[src/rtl/dequant_sequencer.sv]
// Column sequencer for the inverse quantizer: issues one MCU of 8x8 blocks, tags columns, buffers results.
// Optional SEQ_PERF_EN adds a saturating stall counter output (stall_cnt_out).
module dequant_sequencer #(
    parameter int FIFO_DEPTH   = 4,
    parameter int DATA_W       = 96,
    parameter int MAX_Y_BLOCKS = 4
) (
    input  logic              clk_in,
    input  logic              rst_n_in,
    input  logic [2:0]        y_blocks_in,
    input  logic [DATA_W-1:0] s_data_in,
    input  logic              s_valid_in,
    output logic              s_ready_out,
    output logic [DATA_W-1:0] dq_column_out,
    output logic              dq_valid_out,
    output logic [2:0]        dq_col_idx_out,
    output logic              dq_table_sel_out,
    input  logic [DATA_W-1:0] dq_column_in,
    input  logic              dq_valid_in,
    output logic [DATA_W-1:0] m_data_out,
    output logic              m_valid_out,
    input  logic              m_ready_in,
    output logic              m_last_out,
    output logic [1:0]        m_comp_out,
`ifdef SEQ_PERF_EN
    output logic [31:0]       stall_cnt_out,
`endif
    output logic              mcu_done_out
);

    localparam int PTR_W = (FIFO_DEPTH > 2) ? $clog2(FIFO_DEPTH) : 1;
    localparam int CNT_W = PTR_W + 1;
    localparam int TAG_W = 3;

    typedef enum logic [1:0] {IDLE, RUN, DRAIN} state_t;

    state_t state, state_nxt;

    logic [2:0]       y_lat;
    logic [2:0]       col_cnt;
    logic [3:0]       blk_cnt;
    logic [1:0]       comp;
    logic             accept;
    logic             in_flight;
    logic             drained;
    logic [TAG_W-1:0] tag_iss;
    logic [TAG_W-1:0] tag_q;
    logic [CNT_W:0]   credit_sum;

    logic [DATA_W+TAG_W-1:0] mem [FIFO_DEPTH];
    logic [DATA_W+TAG_W-1:0] head;
    logic [PTR_W-1:0]        wr_ptr;
    logic [PTR_W-1:0]        rd_ptr;
    logic [CNT_W-1:0]        fifo_count;
    logic                    fifo_empty;
    logic                    fifo_full;
    logic                    push;
    logic                    pop;

    always_comb begin
        if (blk_cnt < {1'b0, y_lat})
            comp = 2'd0;
        else if (blk_cnt == {1'b0, y_lat})
            comp = 2'd1;
        else
            comp = 2'd2;
    end

    // Credit covers the issue register and the quantizer stage, so a result always finds room.
    assign credit_sum  = {1'b0, fifo_count} + {{CNT_W{1'b0}}, in_flight} + {{CNT_W{1'b0}}, dq_valid_out};
    assign s_ready_out = (state == RUN) && (credit_sum < (CNT_W+1)'(FIFO_DEPTH));
    assign accept      = s_valid_in && s_ready_out;
    assign drained     = fifo_empty && !in_flight && !dq_valid_out;
    assign mcu_done_out = (state == DRAIN) && drained;

    always_ff @(posedge clk_in or negedge rst_n_in) begin
        if (!rst_n_in)
            state <= IDLE;
        else
            state <= state_nxt;
    end

    always_comb begin
        state_nxt = state;
        case (state)
            IDLE:    state_nxt = RUN;
            RUN:     if (accept && col_cnt == 3'd7 && comp == 2'd2) state_nxt = DRAIN;
            DRAIN:   if (drained) state_nxt = IDLE;
            default: state_nxt = IDLE;
        endcase
    end

    always_ff @(posedge clk_in or negedge rst_n_in) begin
        if (!rst_n_in) begin
            y_lat   <= 3'd1;
            col_cnt <= 3'd0;
            blk_cnt <= 4'd0;
        end else begin
            if (state == IDLE)
                y_lat <= (y_blocks_in == 3'd0 || int'(y_blocks_in) > MAX_Y_BLOCKS) ? 3'd1 : y_blocks_in;
            if (accept) begin
                col_cnt <= col_cnt + 3'd1;
                if (col_cnt == 3'd7)
                    blk_cnt <= (comp == 2'd2) ? 4'd0 : blk_cnt + 4'd1;
            end
        end
    end

    always_ff @(posedge clk_in or negedge rst_n_in) begin
        if (!rst_n_in) begin
            dq_valid_out     <= 1'b0;
            dq_column_out    <= '0;
            dq_col_idx_out   <= 3'd0;
            dq_table_sel_out <= 1'b0;
            tag_iss          <= '0;
            tag_q            <= '0;
            in_flight        <= 1'b0;
        end else begin
            dq_valid_out <= accept;
            in_flight    <= dq_valid_out;
            tag_q        <= tag_iss;
            if (accept) begin
                dq_column_out    <= s_data_in;
                dq_col_idx_out   <= col_cnt;
                dq_table_sel_out <= (comp != 2'd0);
                tag_iss          <= {col_cnt == 3'd7, comp};
            end
        end
    end

    assign fifo_empty = (fifo_count == '0);
    assign fifo_full  = (fifo_count == CNT_W'(FIFO_DEPTH));
    assign push       = dq_valid_in && !fifo_full;
    assign pop        = !fifo_empty && m_ready_in;

    always_ff @(posedge clk_in) begin
        if (push)
            mem[wr_ptr] <= {tag_q, dq_column_in};
    end

    always_ff @(posedge clk_in or negedge rst_n_in) begin
        if (!rst_n_in) begin
            wr_ptr     <= '0;
            rd_ptr     <= '0;
            fifo_count <= '0;
        end else begin
            if (push)
                wr_ptr <= wr_ptr + 1'b1;
            if (pop)
                rd_ptr <= rd_ptr + 1'b1;
            case ({push, pop})
                2'b10:   fifo_count <= fifo_count + 1'b1;
                2'b01:   fifo_count <= fifo_count - 1'b1;
                default: fifo_count <= fifo_count;
            endcase
        end
    end

    // Stale storage is masked so an empty FIFO always presents zeros.
    assign head        = mem[rd_ptr];
    assign m_valid_out = !fifo_empty;
    assign m_data_out  = fifo_empty ? '0 : head[DATA_W-1:0];
    assign m_last_out  = !fifo_empty && head[DATA_W+2];
    assign m_comp_out  = fifo_empty ? 2'd0 : head[DATA_W +: 2];

`ifdef SEQ_PERF_EN
    logic [1:0]  stall_inc;
    logic [32:0] stall_sum;

    assign stall_inc = 2'(s_valid_in && !s_ready_out && state == RUN) + 2'(m_valid_out && !m_ready_in);
    assign stall_sum = {1'b0, stall_cnt_out} + {31'd0, stall_inc};

    always_ff @(posedge clk_in or negedge rst_n_in) begin
        if (!rst_n_in)
            stall_cnt_out <= 32'd0;
        else
            stall_cnt_out <= stall_sum[32] ? 32'hFFFF_FFFF : stall_sum[31:0];
    end
`endif

endmodule

[config.mk]
export PLATFORM = sky130hd
export DESIGN_NAME = dequant_sequencer
export DESIGN_NICKNAME = d
export VERILOG_FILES = /design/src/rtl/dequant_sequencer.sv
export SDC_FILE = /design/constraint.sdc
export NUM_CORES = 1
export LEC_CHECK = 0
export ABC_AREA = 1
export BUFFER_PORTS_ARGS = -buffer_cell sky130_fd_sc_hd__buf_2
export CAP_MARGIN = 20
export CORE_AREA = 3 3 218 305
export CTS_CLUSTER_DIAMETER = 50
export DETAILED_ROUTE_END_ITERATION = 8
export DIE_AREA = 0 0 221 308
export HOLD_SLACK_MARGIN = 0.12
export PLACE_DENSITY = 0.61
export REMOVE_ABC_BUFFERS = 1
export SYNTH_ARGS = -nofsm -noshare
export SYNTH_HDL_FRONTEND = slang
export SYNTH_SLANG_ARGS = --single-unit
export TNS_END_PERCENT = 10
[constraint.sdc]
create_clock -name clk_in -period 7.3 [get_ports clk_in]
set_input_delay 1.46 -clock clk_in [delete_from_list [all_inputs] [get_ports clk_in]]
set_output_delay 1.46 -clock clk_in [all_outputs]
set_load 0.05 [all_outputs]
==> results of run 1 <==
cell families after synthesis:
logic type	after synthesis	synth area share (%)
buf+inv	126	2.864
compound gates	314	7.798
fa+ha+maj	14	0.8972
simple gates	758	14.16
xor+xnor	6	0.2581
flops	523	74.02
how the worst min path moves through the flow:
stage	startpoint	end	slack (ps)	depth (start not counted)
global placement	tag_iss[2]	tag_q[2]	360	0
global route	tag_iss[1]	tag_q[1]	390	0
finish	tag_iss[1]	tag_q[1]	380	0
detailed placement	tag_iss[1]	tag_q[1]	360	0
floorplan	tag_iss[0]	tag_q[0]	350	0
CTS	tag_iss[1]	tag_q[1]	380	0
per-layer routing:
layer | vias up | routed length [um]
li1 | 6670 | -
met1 | 6667 | 20780
met2 | 552 | 25460
met3 | 90 | 4036
met4 | 12 | 1590
met5 | - | 84
per-stage QoR:
stage	setup TNS [ps]	instance area, um^2	hold WS [ps]
after floorplan	-132250	19880	354.0
after global placement	0	23160	361.1
after detailed placement	0	23160	360.7
after CTS	0	24910	378.3
after global routing	0	24920	390.5
final	0	24920	377.9
layout by cell type (no fill, tap or decap), drive strengths merged, types with 5 or more instances in the layout:
master  netlist  final
clkbuf       38     71
inv          28     33
ha           13     13
dfrtp       126    126
nor2        412    412
edfxtp      396    396
buf          60    423
a21oi       105    105
nand3         5      5
clkinv        0     20
o21ai       208    208
nand2       334    334
layout make-up:
type / count / share of cell area, %
diodes: 3 / 0.03012
repair buffers: 423 / 8.716
multi-input cells: 1092 / 19.06
clock inverters: 29 / 1.004
flip-flops and latches: 523 / 60.50
inverters: 28 / 0.4418
well taps: 840 / 4.217
clock buffers: 71 / 6.030
critical path, stage by stage, from the launching register on:
cell and delay (ps):
dfrtp_4 690, inv_4 560, buf_4 650, o21ai_0 310, a21oi_1 210, buf_2 290
sequential cells by signal, summed over array words and instances, names as in the netlist, 3 cells and up:
register	count
col_cnt	3
tag_q	3
mem	396
dq_col_idx_out	3
dq_column_out	96
fifo_count	3
blk_cnt	4
tag_iss	3
y_lat	3
==> summary.md, run 1 <==
| Metric | Value |
|---|---|
| Met1 Resource Use GR | `17.64%` |
| FF+latch area | `15080 um^2` |
| Reg2reg setup slack | `3870 ps` |
| PortBufs | `402` |
| Yosys warning count | `0` |
| M2 GR Usage | `25.54%` |
| H-tree levels | `2` |
| Drc violations | `0` |
| Final period util | `66.46%` |
| IO Count | `403` |
| Placed insts | `2906` |
| Die H | `308 um` |
| Fin cells | `3009` |
| Routed vias/inst | `4.650` |
| Gr ovfl total | `0` |
| Synthesized instance count | `1741` |
| DP Worst Slack | `3068 ps` |
| Post-route ant nets | `0` |
| Initial antenna violation count | `9` |
| Post-synth EDFFs | `396` |
| Max-cap violations | `0` |
| DP HPWL | `32.67 mm` |
| Global Route Usage Sum | `14.81%` |
| CTS tree | `built` |
| Final worst slack | `2449 ps` |
| Fin. Hold Viols | `0` |
| Met3 capacity usage during global routing | `4.246%` |
| Critical path startpoint | `rd_ptr[0]` |
| Crit path to | `m_data_out[64]` |
| DRT Pass-1 Iters | `5` |
| Vias after detailed routing | `13990` |
| RePlAce Congestion | `0.7943` |
| Routed len/inst | `17.27 um` |
| Worst setup EP type | `output pin` |
| #FFs+latches synth | `523` |
| PostCTS Resize Cnt | `0` |
| Busiest grt layer | `met2` |
| Initial Util | `31.75%` |
| Vias in the first global route | `14380` |
| Library cells used by synthesis | `27` |
| Yosys top cell by area | `edfxtp_1` |
| Fmax | `206.1 MHz` |
| Critical R2R Launch | `fifo_count[0]` |
| Max FO, Critical Path | `74` |
| Top cells by count, synth | `nor2_1, edfxtp_1, nand2_1, o21ai_0, dfrtp_1` |
| Ys async rst share | `24.28%` |
| Fin util | `38.86%` |
| Min-delay worst type | `reg -> reg` |
| RSZ-0062 raised after global routing | `false` |
| CTS Buffer Depth | `3` |
| # hold bufs at CTS | `0` |
| Count leader, synth | `nor2_1` |
| Critical R2R Capture | `fifo_count[1]` |
| Postcts setup bufs | `0` |
| Filler Cells Inserted | `6163` |
| Die X-Extent | `221 um` |
| Final Setup Violations | `0` |
| CTS root buffer | `clkbuf_16` |
| Worst R2R Path Depth | `8` |
| Setup CP Type | `reg -> out` |
| Top cells by area, synth | `edfxtp_1, dfrtp_1, nor2_1` |
| Relative slew slack | `32.68%` |
| Clock transition at path regs | `60 ps` |
| Synth top area share | `58.40%` |
| Clk_skew | `21.44 ps` |
| CTS Buf Count | `53` |
| CP startpoint kind | `flip-flop` |
| Footprint of the multi-input gates | `4750 um^2` |
| Max Slew Vio Count | `0` |
| Required @ worst endpoint | `5840 ps` |
| Share of layout cells above drive strength 1 | `24.10%` |
| Worst slew pin tran | `1010 ps` |
| Crit path DAT | `3390 ps` |
| Sequential element share of the synthesized area | `74.02%` |
| Primary FF master, synth | `edfxtp_1` |
| Core Area | `64140 um^2` |
| Status | `complete, no violations` |
| First DRT Iteration DRCs | `846` |
| Largest net degree at the start of global routing | `81` |
| Final WL | `51.95 mm` |
| # nets final | `2335` |
| First-pass GRT wire length | `80.16 mm` |
| Insertion delay to the later sink of the worst-skew pair | `580 ps` |
| Cell area after synthesis | `20360 um^2` |
| Syn_area_per_cell | `11.69 um^2` |
| Synthesis-to-finish area growth | `22.40%` |
| Num rows | `110` |
| Sink Count | `523` |
| Min Tclk post-route | `4851 ps` |
| Die Area | `68070 um^2` |
Power of run 1 is left out: the tool's default activity adds up to more than one toggle a clock period on the data nets, which glitch-free logic cannot reach.
==> run 2, diff against run 1 <==
ABC_AREA = 0   (was 1)
PLACE_DENSITY = 0.63   (was 0.61)
clock period = 4.05 ns   (was 7.3 ns; I/O delays follow)
==> run 2 against run 1 <==
Design area increased by 1.1%. Non-clock buffer count increased by 2. Flip-flop and latch count unchanged. Synthesized cell count decreased by 45%. Routed wire length decreased by 10%. Via count decreased by 26%. Largest cell class unchanged.
==> summary.md, run 2 <==
| Metric | Value |
|---|---|
| Library cells used by synthesis | `40` |
| Syn_area_per_cell | `21.31 um^2` |
| Die X-Extent | `221 um` |
| Synth top area share | `58.25%` |
| DP HPWL | `31.31 mm` |
| Final period util | `85.72%` |
| First-pass GRT wire length | `69.97 mm` |
| Final Setup Violations | `0` |
| H-tree levels | `2` |
| Worst slew pin tran | `1025 ps` |
| Routed vias/inst | `4.545` |
| Setup CP Type | `reg -> out` |
| #FFs+latches synth | `523` |
| Largest reg by FF count | `mem` |
| Synthesis-to-finish area growth | `23.36%` |
| Drc violations | `0` |
| Sequential element share of the synthesized area | `73.82%` |
| Die H | `308 um` |
| CTS Buffer Depth | `3` |
| Synthesized instance count | `958` |
| Initial antenna violation count | `14` |
| Max-cap violations | `0` |
| Vias in the first global route | `11450` |
| RePlAce Congestion | `0.7801` |
| Fin. Hold Viols | `0` |
| Postcts setup bufs | `0` |
| CTS tree | `built` |
| Primary FF master, synth | `edfxtp_1` |
| Worst setup EP type | `output pin` |
| Clock transition at path regs | `60 ps` |
| Largest net degree at the start of global routing | `83` |
| Top cells by count, synth | `edfxtp_1, dfrtp_1, and2_1, mux4_2, mux2_4` |
| Die Area | `68070 um^2` |
| Max reg flops | `396` |
| # hold bufs at CTS | `0` |
| Gr ovfl total | `0` |
| CTS root buffer | `clkbuf_16` |
| Fin Setup TNS | `0 ps` |
| Placed insts | `2178` |
| Final WL | `46.58 mm` |
| Yosys warning count | `0` |
| First DRT Iteration DRCs | `506` |
| CTS Buf Count | `52` |
| Num rows | `110` |
| Fin cells | `2282` |
| Relative slew slack | `31.70%` |
| # nets final | `1606` |
| Insertion delay to the later sink of the worst-skew pair | `580 ps` |
| PostCTS Resize Cnt | `0` |
| Count leader, synth | `edfxtp_1` |
| Share of layout cells above drive strength 1 | `50.14%` |
| Global Route Usage Sum | `13.44%` |
| Sink Count | `523` |
| IO Count | `403` |
| CP startpoint kind | `flip-flop` |
| Vias after detailed routing | `10370` |
| Most common cell after layout, fill and taps aside | `buf_2` |
| Largest regs | `mem x396, dq_column_out x96, blk_cnt x4` |
| Ys async rst share | `24.28%` |
| DRT Pass-1 Iters | `4` |
| Status | `complete, no violations` |
| Max FO, Critical Path | `82` |
| Top cells by area, synth | `edfxtp_1, dfrtp_1, mux4_2` |
| Cell area after synthesis | `20420 um^2` |
| Yosys top cell by area | `edfxtp_1` |
| Max Slew Vio Count | `0` |
| Min-delay worst type | `in -> async` |
| PortBufs | `402` |
| Area post-placement | `23430 um^2` |
| Fmax | `288.1 MHz` |
| Required @ worst endpoint | `3240 ps` |
| Routed len/inst | `20.41 um` |
| Initial Util | `31.83%` |
| RSZ-0062 raised after global routing | `false` |
| Core Area | `64140 um^2` |
| Min Tclk post-route | `3472 ps` |
| Clk_skew | `19.79 ps` |
| Crit path DAT | `2660 ps` |
| Most frequent cells in the layout | `buf_2, edfxtp_1, dfrtp_1` |
| Post-route ant nets | `0` |
| Final instance area | `25190 um^2` |
| Post-synth EDFFs | `396` |
[run 2: cells by family after synthesis]
family / after synthesis / synth area share [%]
DFF: 523 / 73.82
adders and majority gates: 14 / 0.8948
and+or+nand+nor: 133 / 3.892
muxes: 203 / 18.30
buffers and inverters: 60 / 2.084
xor gates and xnor gates: 7 / 0.3003
AOI/OAI and AO/OA: 18 / 0.7110
[run 2: worst max-delay path, cell delays in order, from the launching register on]
cell and delay, ps:
dfrtp_1 470, or3_4 850, buf_4 350, and2_1 160, buf_2 260
[run 2: metrics by stage]
stage	hold WS, ps	setup WS [ps]	utilization [%]
6_report	308.6	578.5	39.27
5_1_grt	345.6	382.1	39.25
4_1_cts	291.9	425.5	39.24
3_5_place_dp	365.4	1083	36.54
3_3_place_gp	362.7	1156	36.54
2_1_floorplan	350.1	-3565	-
[run 2: final cells by class]
class | count | area [um^2]
Timing Repair Buffer | 425 | 2312
Multi-Input combinational cell | 375 | 4935
Antenna cell | 8 | 20.02
Tap cell | 840 | 1051
Inverter | 15 | 56.30
Clock inverter | 30 | 287.8
Fill cell | 5914 | 38950
Sequential cell | 523 | 15080
Clock buffer | 66 | 1445
[run 2: metal layers]
layer	routed length, um	global-route usage [%]
met2	24460	24.29
met5	41	0
met4	1234	4.645
met3	3411	3.913
met1	17430	15.20
[run 2: path summary, 6_finish.rpt]
| path | end | slack (ps) | startpoint | depth (start not counted) |
|---|---|---|---|---|
| worst max-delay path | m_data_out[84] | 580 | fifo_count[1] | 4 |
| worst min register to register | tag_q[2] | 390 | tag_iss[2] | 0 |
| min in group clk_in | tag_q[2] | 390 | tag_iss[2] | 0 |
| worst max register to register | fifo_count[2] | 1300 | fifo_count[1] | 8 |
| worst min-delay path | dq_column_out[74] | 310 | rst_n_in | 1 |
| max in group asynchronous | dq_column_out[78] | 2870 | rst_n_in | 2 |
Power of run 2 is left out for the same reason.
